## config.mk

```make
export PLATFORM = sky130hd
export DESIGN_NAME = mem_bus_master
export DESIGN_NICKNAME = d
export VERILOG_FILES = /design/src/rtl/mem_bus_master.sv
export SDC_FILE = /design/constraint.sdc
export NUM_CORES = 1
export LEC_CHECK = 0
export CAP_MARGIN = 20
export CORE_MARGIN = 1.5
export CORE_UTILIZATION = 40
export CTS_BUF_LIST = sky130_fd_sc_hd__clkbuf_2 sky130_fd_sc_hd__clkbuf_4 sky130_fd_sc_hd__clkbuf_8
export DETAILED_ROUTE_END_ITERATION = 6
export PLACE_DENSITY = 0.73
export RECOVER_POWER = 100
export SYNTH_ARGS = -nofsm -noshare
export SYNTH_HDL_FRONTEND = slang
export SYNTH_SLANG_ARGS = --single-unit
```

## constraint.sdc

```tcl
create_clock -name clk -period 2.62 [get_ports clk]
set_clock_uncertainty 0.05 [all_clocks]
set_input_delay 0.786 -clock clk [delete_from_list [all_inputs] [get_ports clk]]
set_output_delay 0.786 -clock clk [all_outputs]
set_load 0.005 [all_outputs]
```

## src/rtl/mem_bus_master.sv

```systemverilog
// Bus initiator between the CPU load/store path and a synchronous block RAM,
// with a small memory-mapped I/O window (switches, buttons, accumulator).
module mem_bus_master #(
    parameter int          MEM_SIZE  = 1024,
    parameter logic [19:0] IO_BASE   = 20'h01000,
    parameter int          SW_WIDTH  = 16,
    parameter int          BTN_WIDTH = 4
) (
    input  logic                 clk,
    input  logic                 rst_n,
    input  logic                 req_valid,
    output logic                 req_ready,
    input  logic                 req_write,
    input  logic [19:0]          req_address,
    input  logic [31:0]          req_wdata,
    output logic                 rsp_valid,
    output logic [31:0]          rsp_rdata,
    output logic [19:0]          mem_address,
    output logic [31:0]          mem_write_value,
    output logic                 mem_write_enable,
    input  logic [31:0]          mem_read_value,
    input  logic [SW_WIDTH-1:0]  io_switches,
    input  logic [BTN_WIDTH-1:0] io_buttons,
    output logic [31:0]          io_accum
);

    typedef enum logic [2:0] {
        IDLE,
        WR,
        RD_ISSUE,
        RD_WAIT,
        RESP
    } state_t;

    localparam logic [19:0] MEM_LIMIT = 20'(MEM_SIZE);

    state_t               state, state_next;
    logic [SW_WIDTH-1:0]  sw_meta, sw_sync;
    logic [BTN_WIDTH-1:0] btn_meta, btn_sync;

    logic [19:0] mem_address_next;
    logic [31:0] mem_write_value_next;
    logic        mem_write_enable_next;
    logic        rsp_valid_next;
    logic [31:0] rsp_rdata_next;
    logic [31:0] io_accum_next;

    logic is_ram, is_sw, is_btn, is_acc;

    assign req_ready = (state == IDLE);
    assign is_ram    = (req_address < MEM_LIMIT);
    assign is_sw     = (req_address == IO_BASE);
    assign is_btn    = (req_address == IO_BASE + 20'd1);
    assign is_acc    = (req_address == IO_BASE + 20'd2);

    always_ff @(posedge clk or negedge rst_n) begin
        if (!rst_n) begin
            state            <= IDLE;
            sw_meta          <= '0;
            sw_sync          <= '0;
            btn_meta         <= '0;
            btn_sync         <= '0;
            mem_address      <= '0;
            mem_write_value  <= '0;
            mem_write_enable <= 1'b0;
            rsp_valid        <= 1'b0;
            rsp_rdata        <= '0;
            io_accum         <= '0;
        end else begin
            state            <= state_next;
            sw_meta          <= io_switches;
            sw_sync          <= sw_meta;
            btn_meta         <= io_buttons;
            btn_sync         <= btn_meta;
            mem_address      <= mem_address_next;
            mem_write_value  <= mem_write_value_next;
            mem_write_enable <= mem_write_enable_next;
            rsp_valid        <= rsp_valid_next;
            rsp_rdata        <= rsp_rdata_next;
            io_accum         <= io_accum_next;
        end
    end

    // Every output except req_ready is registered, so this block computes
    // the value each output register takes at the next edge.
    always_comb begin
        state_next            = state;
        mem_address_next      = mem_address;
        mem_write_value_next  = mem_write_value;
        mem_write_enable_next = 1'b0;
        rsp_valid_next        = 1'b0;
        rsp_rdata_next        = rsp_rdata;
        io_accum_next         = io_accum;

        case (state)
            IDLE: begin
                if (req_valid) begin
                    if (is_ram) begin
                        mem_address_next = req_address;
                        if (req_write) begin
                            mem_write_value_next  = req_wdata;
                            mem_write_enable_next = 1'b1;
                            rsp_rdata_next        = '0;
                            state_next            = WR;
                        end else begin
                            state_next = RD_ISSUE;
                        end
                    end else begin
                        // IO and unmapped accesses complete without touching the RAM
                        rsp_rdata_next = '0;
                        rsp_valid_next = 1'b1;
                        state_next     = RESP;
                        if (!req_write) begin
                            if (is_sw)
                                rsp_rdata_next = 32'(sw_sync);
                            else if (is_btn)
                                rsp_rdata_next = 32'(btn_sync);
                            else if (is_acc)
                                rsp_rdata_next = io_accum;
                        end else if (is_acc) begin
                            io_accum_next = req_wdata;
                        end
                    end
                end
            end
            WR: begin
                rsp_valid_next = 1'b1;
                state_next     = RESP;
            end
            RD_ISSUE: begin
                state_next = RD_WAIT;
            end
            RD_WAIT: begin
                rsp_rdata_next = mem_read_value;
                rsp_valid_next = 1'b1;
                state_next     = RESP;
            end
            RESP: begin
                state_next = IDLE;
            end
            default: begin
                state_next = IDLE;
            end
        endcase
    end

endmodule

```

==> summary.md, run 1 <==
| Metric | Value |
|---|---|
| Max Fclk | 382.5 MHz |
| Post-Synthesis Cells | 450 |
| Die area | 16150 um2 |
| Met3 Use GR | 7.161% |
| Area leader, netlist | dfrtp_1 |
| Die Height | 127.1 um |
| GR Overflow Total | 0 |
| Synth top area share | 65.43% |
| Initial Util | 40.80% |
| Mapped cell area | 6157 um2 |
| I/O pins | 227 |
| Crit Path Max Fanout | 8 |
| Slew margin rel. | 8.533% |
| Hold Path Class | reg2reg |
| Clock tree sinks | 161 |
| CTS tree | built |
| GR peak layer | met2 |
| Die W | 127.1 um |
| Layout area overhead | 53.55% |
| Clk root buf | clkbuf_8 |
| Hold Violations, Final | 0 |
| Detail Route Antenna Nets | 0 |
| RSZ-0062 raised after global routing | yes |
| Post-Route WL | 16300 um |
| Area of the core | 15090 um2 |
| Pre-antenna DRT Iters | 5 |
| Worst-path clk slew | 0.08 ns |
| Via count | 4616 |
| Max-Cap Viols | 0 |
| Mean Syn Cell Area | 13.68 um2 |
| # setup viols final | 0 |
| Synth unique cells | 32 |
| Pleak | 4.410 nW |
| Worst-case vdd ir drop | 0.3033 mV |
| Syn_nets | 558 |
| Gr usage total | 20.88% |
| Num rows | 45 |
| Startpoint Class | primary input |
| Setup CP Type | in2reg |
| IO buf count | 226 |
| Met1 Resource Use GR | 25.28% |
| Sequential fraction of the synthesis area | 65.43% |
| Clock Latency Late Sink | 0.45 ns |
| Num CTS Buffers | 17 |
| Post-layout util | 62.65% |
| Largest net degree at the start of global routing | 58 |
| Initial antenna violation count | 3 |
| Worst Path Arrival | 2.90 ns |
| Layout cells sized above 1 | 25.14% |
| Fin crit period | 2.614 ns |
| Synth top area cells | dfrtp_1 (65%), mux2_2 (15%), a31oi_1 (2.2%) |
| Number of vias per cell | 5.089 |
| First-pass GRT wire length | 25630 um |
| Synth Warn # | 0 |
| DP HPWL | 11690 um |
| Post-DR wirelength/cell | 17.97 um |
| Worst setup EP type | flip-flop |
| Clock buffer depth | 2 |
| PwrDens | 534.6 nW/um2 |
| Worst Max-Slew Pin Slew | 1.372 ns |
| Drc violations | 0 |
| Htree depth | 4 |
| Number of global-route vias before repair | 4936 |
| Final period util | 99.78% |
| Slew Limit Fails | 0 |
| Yosys reg bits | 161 |
| Grt met2 use | 34.40% |
| NumNets Final | 812 |
| Post-Layout Cell Count | 907 |
| Req. time, crit path | 2.91 ns |
| Status | finished clean |
| Routability cong. | 0.8129 |
| Drt first-iter violations | 170 |
| Cell Count Post-Placement | 869 |
-- timing repair --
action                     4_1_cts  5_1_grt
hold buffers                     0        0
setup buffers                    4        0
cloned                           2        0
setup endpoints to repair      106       59
pin swaps                        5        3
gates resized for setup         20        3
-- routing by layer --
layer,vias up,part of all wire [%]
li1,2104,-
met2,178,48
met3,30,7.2
met4,0,2.1
met1,2304,42
met5,-,0
-- cell usage in the layout, fill, tap and decap left out, types with 3 or more instances in the layout --
master	instances
dfrtp_1	161
dlygate4sd3_1	138
clkdlybuf4s50_1	77
mux2_2	57
nor2_1	34
nand2_1	26
mux2_4	24
a31oi_1	22
clkbuf_8	18
buf_4	18
a21oi_1	14
a22oi_2	10
nand3_1	10
o21ai_0	8
nand3_2	8
and2_1	8
buf_6	8
clkinv_2	6
clkdlybuf4s15_1	5
buf_12	5
nor3_1	4
a211oi_1	4
o211ai_1	4
mux2_1	4
bufinv_16	4
dlygate4sd2_1	4
diode_2	3
inv_1	3
or4_4	3
nor4_4	3
clkbuf_2	3
buf_2	3
-- state kept, by name (all words and copies together), names as in the netlist --
| register | count |
|---|---|
| io_accum | 32 |
| btn_sync | 4 |
| state | 3 |
| btn_meta | 4 |
| rsp_valid | 1 |
| rsp_rdata | 32 |
| mem_write_enable | 1 |
| mem_write_value | 32 |
| mem_address | 20 |
| sw_sync | 16 |
| sw_meta | 16 |
-- per-stage QoR --
| stage | power (mW) | worst slack (ns) | cell area (um2) | hold slack [ns] | setup TNS [ns] |
|---|---|---|---|---|---|
| 2_1_floorplan | 2.791 | -0.2277 | 6370 | 0.2812 | -17.69 |
| 3_3_place_gp | 3.219 | -0.7113 | 9069 | 0.2820 | -69.68 |
| 3_5_place_dp | 3.234 | -0.7944 | 9069 | 0.2847 | -73.73 |
| 4_1_cts | 5.159 | 0.01069 | 9610 | 0.2466 | 0 |
| 5_1_grt | 5.268 | -0.01297 | 9454 | 0.3035 | -0.02981 |
| 6_report | 5.054 | 0.005759 | 9454 | 0.2963 | 0 |
-- synth_stat cells (all sizes together) --
cell	instances
dfrtp	161
mux2	85
nor2	34
nand2	26
a31oi	22
nand3	18
clkbuf	15
a21oi	14
buf	13
a22oi	12
and2	10
o21ai	8
a211oi	5
nor3	4
nor4	4
o211ai	4
inv	3
or4	3
nor4b	2
or3	2
and3	1
and3b	1
nand4	1
nor3b	1
or2	1
-- critical path, cell delays in order --
cell	delay, ns
clkdlybuf4s15_1	0.16
or4_4	0.53
or3_4	0.42
nor4_4	0.30
buf_6	0.17
buf_6	0.18
mux2_2	0.34
-- report_power, final --
part | internal (mW) | leakage, nW | switching (mW) | total, mW
Combinational | 0.292 | 2.10 | 0.214 | 0.507
Sequential | 2.58 | 2.10 | 0.0441 | 2.63
Clock | 1.06 | 0.214 | 0.865 | 1.92
Total | 3.93 | 4.41 | 1.12 | 5.05
-- kinds of logic (layout without fill, tap and decap cells) --
family	after synthesis	count (layout)	synth area share (%)
flops	161	161	65.43
simple gates	108	108	9.084
buf+inv	31	297	2.703
mux	85	85	15.55
compound gates	65	65	7.235
other cells	0	3	0
-- area by class of cell --
cell class                      instances  area (um2)
Sequential cell                       161        4029
Multi-Input combinational cell        258        2140
Inverter                                3       11.26
Fill cell                            1165        5635
Antenna cell                            3       7.507
Clock inverter                         12       165.2
Timing Repair Buffer                  263        2611
Tap cell                              188       235.2
Clock buffer                           19       255.2
-- worst paths after layout --
kind | startpoint | endpoint | slack [ns] | cells past startpoint
max reg2reg | state[0] | io_accum[31] | 0.42 | 6
min in group asynchronous | rst_n | sw_meta[6] | 0.60 | 1
min reg2reg | btn_meta[1] | btn_sync[1] | 0.30 | 0
max | req_address[17] | io_accum[31] | 0.006 | 7
max in group asynchronous | rst_n | mem_write_value[19] | 0.40 | 2
min | btn_meta[1] | btn_sync[1] | 0.30 | 0
No activity file was read; power rests on OpenSTA's default activity.
==> run 2: changes to the inputs <==
--- a/config.mk
+++ b/config.mk
@@ -5,12 +5,11 @@
 export SDC_FILE = /design/constraint.sdc
 export NUM_CORES = 1
 export LEC_CHECK = 0
-export CAP_MARGIN = 20
 export CORE_MARGIN = 1.5
-export CORE_UTILIZATION = 40
+export CORE_UTILIZATION = 46
 export CTS_BUF_LIST = sky130_fd_sc_hd__clkbuf_2 sky130_fd_sc_hd__clkbuf_4 sky130_fd_sc_hd__clkbuf_8
 export DETAILED_ROUTE_END_ITERATION = 6
-export PLACE_DENSITY = 0.73
+export PLACE_DENSITY = 0.82
 export RECOVER_POWER = 100
 export SYNTH_ARGS = -nofsm -noshare
 export SYNTH_HDL_FRONTEND = slang
==> run 2 against run 1 <==
Net effect:
- cell area grew 0.95%
- first-iteration DRC count rose by 32%
- cell count shrank 1.1%
- flip-flop and latch count stayed put
- maximum frequency increased by 2.4%
- wire length increased by 1.9%
- highest routed layer unchanged
- sequential power hardly changed
- power rose by 3.6%
- sequential share of layout area decreased by 0.40 points
- register-to-register slack worse by 0.02 ns
- global-route usage grew 3.3 points
==> summary.md, run 2 (synthesis results as in run 1) <==
| Metric | Value |
|---|---|
| Pre-antenna DRT Iters | 5 |
| P_sw | 1.132 mW |
| Max Fclk | 391.8 MHz |
| Setup CP Type | in2reg |
| Crit Path Max Fanout | 8 |
| Num rows | 42 |
| Number of global-route vias before repair | 4897 |
| Pleak | 4.485 nW |
| Clock share of power | 40.0% |
| DP HPWL | 11770 um |
| Worst Max-Slew Pin Slew | 1.126 ns |
| Drt first-iter violations | 225 |
| N_diodes | 0 |
| Req. time, crit path | 2.90 ns |
| Die Height | 118.7 um |
| RSZ-0062 raised after global routing | no |
| Post-Route WL | 16620 um |
| Worst r2r src | state[0] |
| Largest net degree at the start of global routing | 48 |
| Worst Setup EP | io_accum[9] |
| Worst Path Arrival | 2.84 ns |
| Post-layout util | 72.65% |
| GR Overflow Total | 0 |
| Reg2reg setup slack | 0.40 ns |
| IO buf count | 226 |
| Setup TNS | 0 ns |
| R2R Path End | io_accum[6] |
| Comb pwr share | 9.8% |
| Gr usage total | 24.15% |
| Routability cong. | 0.8094 |
| Commonest non-fill, non-tap cells in the layout | dfrtp_1 (161), dlygate4sd3_1 (138), clkdlybuf4s50_1 (75) |
| I/O pins | 227 |
| Clock tree sinks | 161 |
| Layout area overhead | 55.01% |
| Layout cells sized above 1 | 25.10% |
| Slew margin rel. | 24.92% |
| Die area | 14090 um2 |
| Commonest non-fill, non-tap cell in the layout | dfrtp_1 |
| Hold Violations, Final | 0 |
| Max-Cap Viols | 0 |
| Power Total | 5.238 mW |
| Status | finished clean |
| Path depth of the worst reg2reg path | 7 |
| Final period util | 97.41% |
| Clk root buf | clkbuf_8 |
| Final instance area | 9544 um2 |
| Worst setup EP type | flip-flop |
| Die W | 118.7 um |
| Fin crit period | 2.552 ns |
| Worst-path clk slew | 0.08 ns |
| Clock Latency Late Sink | 0.46 ns |
| Area of the core | 13140 um2 |
| Via count | 4660 |
| Clock buffer depth | 2 |
| PwrDens | 548.9 nW/um2 |
| CTS tree | built |
| Int Pwr | 4.106 mW |
| Detail Route Antenna Nets | 0 |
| Num CTS Buffers | 17 |
| Number of vias per cell | 5.195 |
| Worst-case vdd ir drop | 0.3967 mV |
| Initial Util | 46.87% |
| Initial antenna violation count | 0 |
| Placed cell area | 9054 um2 |
| First-pass GRT wire length | 25970 um |
| Post-DR wirelength/cell | 18.53 um |
| Slew Limit Fails | 0 |
| Drc violations | 0 |
| Sw frac | 21.61% |
| Htree depth | 4 |
| # setup viols final | 0 |
| Top flop regs | io_accum (32), mem_write_value (32), rsp_rdata (32) |
| Startpoint Class | primary input |
| Hold Path Class | reg2reg |
| Flop pwr share | 50.1% |
| NumNets Final | 816 |
| Critical path origin | req_address[10] |
==> run 2: layer usage <==
layer | wire length, um | global-route usage, % | vias up | share of wire (%)
li1 | - | - | 2113 | -
met1 | 6671 | 29.22 | 2310 | 40
met2 | 8258 | 39.90 | 211 | 50
met3 | 1364 | 8.880 | 26 | 8.2
met4 | 323 | 8.509 | 0 | 1.9
met5 | 0 | 0 | - | 0
==> run 2: worst min path at each step <==
stage                start            endpoint  slack, ns  cells after the start
4_1_cts              rst_n  mem_write_value[9]       0.20                      1
5_1_grt         sw_meta[8]          sw_sync[8]       0.30                      0
3_3_place_gp   sw_meta[12]         sw_sync[12]       0.28                      0
6_report       btn_meta[2]         btn_sync[2]       0.30                      0
3_5_place_dp   btn_meta[3]         btn_sync[3]       0.28                      0
2_1_floorplan  btn_meta[0]         btn_sync[0]       0.28                      0
==> run 2: area by class of cell <==
class | instances | area [um2]
clock buffer | 23 | 291.5
inverter | 3 | 11.26
fill | 865 | 3593
multi-input combinational | 258 | 2127
timing repair buffer | 267 | 2686
sequential | 161 | 4029
tap | 176 | 220.2
clock inverter | 9 | 178.9
==> run 2: timing repair <==
action,4_1_cts,5_1_grt
hold endpoints to repair,0,0
hold buffers,0,0
pin swaps,10,9
gates cloned,0,3
gates resized for setup,12,12
setup endpoints to repair,106,63
buffers inserted,2,3
==> run 2: power groups by stage <==
| stage | Clock, mW | Sequential (mW) | Combinational [mW] |
|---|---|---|---|
| 4_1_cts | 2.14 | 2.63 | 0.560 |
| 3_3_place_gp | 0 | 2.67 | 0.545 |
| 2_1_floorplan | 0 | 2.68 | 0.116 |
| 3_5_place_dp | 0 | 2.68 | 0.560 |
| 5_1_grt | 2.25 | 2.64 | 0.565 |
| 6_report | 2.10 | 2.63 | 0.515 |
==> run 2: metrics by stage <==
stage,hold slack (ns),setup slack (ns),cells
after floorplan,0.2812,-0.2277,450
after global placement,0.2821,-0.7147,857
after detailed placement,0.2847,-0.7983,857
after CTS,0.1986,0.004216,891
after global routing,0.3038,0.008956,897
final,0.2968,0.06780,897
==> run 2: worst max-delay path, stage by stage <==
cell and delay [ns]:
clkdlybuf4s15_1 0.16, or4_1 0.54, clkbuf_1 0.14, nor4_4 0.35, buf_6 0.19, nor4_4 0.05, buf_6 0.14, buf_12 0.15
mux2_1 0.32
==> edit 1 (flow settings as in run 2) <==
`rsp_rdata` no longer has a reset.
--- a/src/rtl/mem_bus_master.sv
+++ b/src/rtl/mem_bus_master.sv
@@ -64,7 +64,6 @@
             mem_write_value  <= '0;
             mem_write_enable <= 1'b0;
             rsp_valid        <= 1'b0;
-            rsp_rdata        <= '0;
             io_accum         <= '0;
         end else begin
             state            <= state_next;
@@ -76,9 +75,12 @@
             mem_write_value  <= mem_write_value_next;
             mem_write_enable <= mem_write_enable_next;
             rsp_valid        <= rsp_valid_next;
-            rsp_rdata        <= rsp_rdata_next;
             io_accum         <= io_accum_next;
         end
+    end
+
+    always_ff @(posedge clk) begin
+        rsp_rdata <= rsp_rdata_next;
     end
 
     // Every output except req_ready is registered, so this block computes
Formal check against the unedited RTL: differs if rst_n is asserted again (counterexample within 4 cycles, from zero or initial values and one cycle with rst_n low); with rst_n held inactive, the same outputs for 4 cycles.
==> edit 1 against run 2 <==
The run now ends with capacitance limit, slew limit left. Sequential cell count is the same. Sequential share of layout area increased by 4.4 points. Global-route usage down 1.9 points. Utilization decreased by 4.2 points. Design area down 5.8%. Worst setup slack lost 0.047 ns. Critical path depth down 3. Total power down 12%. Die area decreased by 0.26%. Wire length fell by 11%. Sequential power barely moved. Synthesized area is 0.26% lower. Largest cell class unchanged. Highest routed layer unchanged.
==> edit 1: results (changes against run 2) <==
| Metric | Value |
|---|---|
| Status | `finished, violations left (was completed)` |
| Failing checks | `capacitance limit, slew limit` |
| Vias in the first global route | `4563 (was 4897)` |
| Clk pwr share | `35.8% (was 40.0%)` |
| Number of vias per cell | `5.05 (was 5.20)` |
| DR WL met3 | `1030 um (was 1360 um)` |
| Slowest cell delay on critical path | `0.45 ns (was 0.54 ns)` |
| Leak pwr | `0.00421 uW (was 0.00449 uW)` |
| Synth top area cells | `dfrtp_1 53%, edfxtp_1 16%, mux2_2 8.1% (was dfrtp_1 65%, mux2_2 15%, a31oi_1 2.2%)` |
| CP max FO | `22 (was 8)` |
| Sequential element share of the synthesized area | `68.2% (was 65.4%)` |
| Synth Area in Compound Gates | `5.66% (was 7.23%)` |
| Netlist cell types | `36 (was 32)` |
| Largest net degree at the start of global routing | `75 (was 48)` |
| Initial drt markers | `205 (was 225)` |
| Overall Power | `4620 uW (was 5240 uW)` |
| DR WL/cell | `17.4 um (was 18.5 um)` |
| Max Cap Violations | `1 (was 0)` |
| Met1 usage | `26.8% (was 29.2%)` |
| Routed WL | `14800 um (was 16600 um)` |
| Grt met2 use | `37.3% (was 39.9%)` |
| Peak VDD IR | `281 uV (was 397 uV)` |
| Routed length on met1 | `6090 um (was 6670 um)` |
| Routed wl met2 | `7420 um (was 8260 um)` |
| Pins Over Slew Limit | `37 (was 0)` |
| # nets final | `771 (was 816)` |
## edit 1: changes by cell type after synthesis, moves of 10 or more
| cell | before | now |
|---|---|---|
| mux2_2 | 84 | 44 |
| dfrtp_1 | 161 | 129 |
| edfxtp_1 | 0 | 32 |
| nor2_1 | 34 | 4 |
| mux2_1 | 1 | 30 |
| nand2_1 | 26 | 52 |
| a31oi_1 | 22 | 2 |
| nand3_1 | 18 | 3 |
| mux2i_1 | 0 | 12 |
| o21ai_2 | 0 | 10 |
## edit 1: what timing repair did
item | in CTS | in global routing
endpoints found under the hold margin | 0 | 0
endpoints found under the setup margin | 0 | 2
gates resized for setup | 0 | 1
## edit 1: worst register-to-register path, cell delays in order, from the launching register on
cell and delay (ns):
dfrtp_1 0.48, nor4b_2 0.45, nand3_1 0.16, nor4_2 0.28, buf_12 0.28, mux2_1 0.37
## edit 1: cells by family after synthesis
group           after synthesis
compound gates               45
buf+inv                      29
flops                       161
mux                          86
simple gates                 92
## edit 1: worst paths after layout
path | startpoint | end | slack [ns] | cells past startpoint
max | req_address[14] | mem_write_value[21] | 0.02 | 6
min | btn_meta[2] | btn_sync[2] | 0.30 | 0
max reg2reg | state[2] | io_accum[11] | 0.44 | 5
min reg2reg | btn_meta[2] | btn_sync[2] | 0.30 | 0
max in group asynchronous | rst_n | mem_address[19] | 0.40 | 2
min in group asynchronous | rst_n | mem_write_value[20] | 0.89 | 1
## edit 1: cell type report
type / instances / area (um^2)
Multi-Input combinational cell: 223 / 1740
Inverter: 8 / 30.0
Tap cell: 176 / 220
Timing Repair Buffer: 252 / 2450
Clock buffer: 22 / 278
Clock inverter: 10 / 85.1
Sequential cell: 161 / 4190
Fill cell: 975 / 4150
==> edit 2 (settings of run 2) <==
Made on the original files. The parameter `SW_WIDTH` goes from 16 to 32.
--- a/src/rtl/mem_bus_master.sv
+++ b/src/rtl/mem_bus_master.sv
@@ -3,7 +3,7 @@
 module mem_bus_master #(
     parameter int          MEM_SIZE  = 1024,
     parameter logic [19:0] IO_BASE   = 20'h01000,
-    parameter int          SW_WIDTH  = 16,
+    parameter int          SW_WIDTH  = 32,
     parameter int          BTN_WIDTH = 4
 ) (
     input  logic                 clk,
Interface: changed (resized io_switches); port bits go from 227 to 243. The function was not compared with the original's and may differ.
==> edit 2 against run 2 <==
The run now ends with capacitance limit, slew limit left. Design area rose by 12%. Cell count is 7.4% higher. Critical path depth is 2 lower. Critical path type unchanged. Utilization is 1.6 points lower. Worst hold slack better by 0.0047 ns. Sequential cell count increased by 32. Worst setup slack worse by 0.049 ns. Total power rose by 5.8%. Wire length up 12%. Combinational power up 9.9%. Non-clock buffer count grew 20. Synthesized area is 15% higher.
==> edit 2: results (changes against run 2) <==
| Metric | Value |
|---|---|
| First-pass GRT wire length | `28600 um (was 26000 um)` |
| CP arrival | `2.89 ns (was 2.84 ns)` |
| Slowest cell delay on critical path | `0.51 ns (was 0.54 ns)` |
| Synth Area in Compound Gates | `7.35% (was 7.23%)` |
| Proportion of layout cells with a drive suffix above 1 | `26.5% (was 25.1%)` |
| Seq. pwr | `3150 uW (was 2630 uW)` |
| Crit Reg-Reg Startpoint | `state[2] (was state[0])` |
| Critical-path top delay cell | `or4_4 (was or4_1)` |
| Netlist cell types | `32 (unchanged)` |
| Synthesized net count | `606 (was 558)` |
| Post-synth top cells | `193 x dfrtp_1, 100 x mux2_2, 34 x nor2_1, 30 x a21oi_1, 25 x a22oi_1 (was 161 x dfrtp_1, 84 x mux2_2, 34 x nor2_1, 26 x nand2_1, 22 x a31oi_1)` |
| GRT Resource Usage Total | `23.4% (was 24.1%)` |
| Pins Over Slew Limit | `65 (was 0)` |
| Initial antenna violation count | `1 (was 0)` |
| Total CTS buffers | `17 (unchanged)` |
| Finished Layout Cells | `963 (was 897)` |
| Worst Hold Slack | `0.302 ns (was 0.297 ns)` |
| R2R depth | `7 (unchanged)` |
| Number of vias per cell | `5.22 (was 5.20)` |
| Avg Inst Size Synth | `14.7 um^2 (was 13.7 um^2)` |
| Reg2reg end | `io_accum[24] (was io_accum[6])` |
| Setup violators final | `0 (unchanged)` |
| Initial drt markers | `360 (was 225)` |
| Status | `finished, violations left (was completed)` |
| Hold EP | `sw_sync[6] (was btn_sync[2])` |
| Synth top area cells | `dfrtp_1 68%, mux2_2 16%, a22oi_1 2.7% (was dfrtp_1 65%, mux2_2 15%, a31oi_1 2.2%)` |
| Worst-path clk slew | `0.10 ns (was 0.08 ns)` |
| Routed WL | `18600 um (was 16600 um)` |
| Worst-Margin Slew | `1.75 ns (was 1.13 ns)` |
| Critical Path End | `rsp_rdata[1] (was io_accum[9])` |
| GP Congestion | `0.833 (was 0.809)` |
| Xor and xnor area share after synthesis | `0% (unchanged)` |
| Vias in the first global route | `5362 (was 4897)` |
| Max Cap Violations | `1 (was 0)` |
| Largest net degree at the start of global routing | `69 (was 48)` |
| Sequential element share of the synthesized area | `68.2% (was 65.4%)` |
| # H-tree levels | `4 (unchanged)` |
| Int Power | `4230 uW (was 4110 uW)` |
| Largest delay share family, worst path | `simple AND/OR/NAND/NOR gates (unchanged)` |
| Worst hold path startpoint | `sw_meta[6] (was btn_meta[2])` |
| Starting Density | `46.9% (about the same)` |
| Failing checks | `capacitance limit, slew limit` |
| HPWL after DPL | `12900 um (was 11800 um)` |
| Post-synth EDFFs | `0 (unchanged)` |
| # nets final | `884 (was 816)` |
| Post-synthesis mux area share | `16.1% (was 15.5%)` |
| DP Cell Count | `917 (was 857)` |
| IO buf count | `242 (was 226)` |
| Peak VDD IR | `423 uV (was 397 uV)` |
| CP max FO | `4 (was 8)` |
| R2R Setup Slk | `0.32 ns (was 0.40 ns)` |
| Clk pwr share | `32.9% (was 40.0%)` |
| Leak pwr | `0.00501 uW (was 0.00449 uW)` |
edit 2: cell count changes in the layout (fill, tap and decap cells not counted), moves of 6 or more:
cell / before / now
nand3_1: 12 / 2
a21oi_1: 13 / 29
dlygate4sd3_1: 138 / 154
dfrtp_1: 161 / 192
nand2_1: 26 / 10
nand3_2: 6 / 0
a22oi_1: 4 / 17
mux2_4: 23 / 32
mux2_2: 57 / 69
clkbuf_4: 7 / 0
a31oi_1: 22 / 6
edit 2: cell type report:
type                            instances  area [um^2]
Tap cell                              188          235
Multi-Input combinational cell        258         2280
Timing Repair Buffer                  287         2980
Inverter                                3         11.3
Sequential cell                       193         4830
Fill cell                            1019         4380
Antenna cell                            2         5.00
Clock buffer                           19          262
Clock inverter                         13          111
edit 2: layer usage:
layer | global-route usage (%) | part of all wire, % | vias up
met5 | 0 | 0 | -
met4 | 8.82 | 2.6 | 0
met3 | 7.24 | 6.5 | 41
met2 | 40.5 | 52 | 186
met1 | 27.4 | 39 | 2530
li1 | - | - | 2267
edit 2: logic make-up after synthesis:
logic type	after synthesis
DFF	193
muxes	101
AOI/OAI and AO/OA	81
and+or+nand+nor	76
buffers and inverters	31
edit 2: metrics by stage:
stage,setup slack (ns),setup TNS [ns],power (uW),utilization [%],instance area [um^2]
floorplan,-0.228,-17.50,3340,-,7320
global route,0.00696,0,5770,71.0,10700
detailed placement,-0.729,-70.52,3830,67.4,10200
CTS,0.00214,0,5640,71.1,10700
finish,0.0183,0,5540,71.0,10700
global placement,-0.691,-66.99,3800,67.4,10200
edit 2: what timing repair did:
item,CTS,global route
buffers inserted,8,0
gates cloned,4,1
hold endpoints to repair,0,0
pin swaps,9,8
endpoints found under the setup margin,102,64
resized for setup,23,18
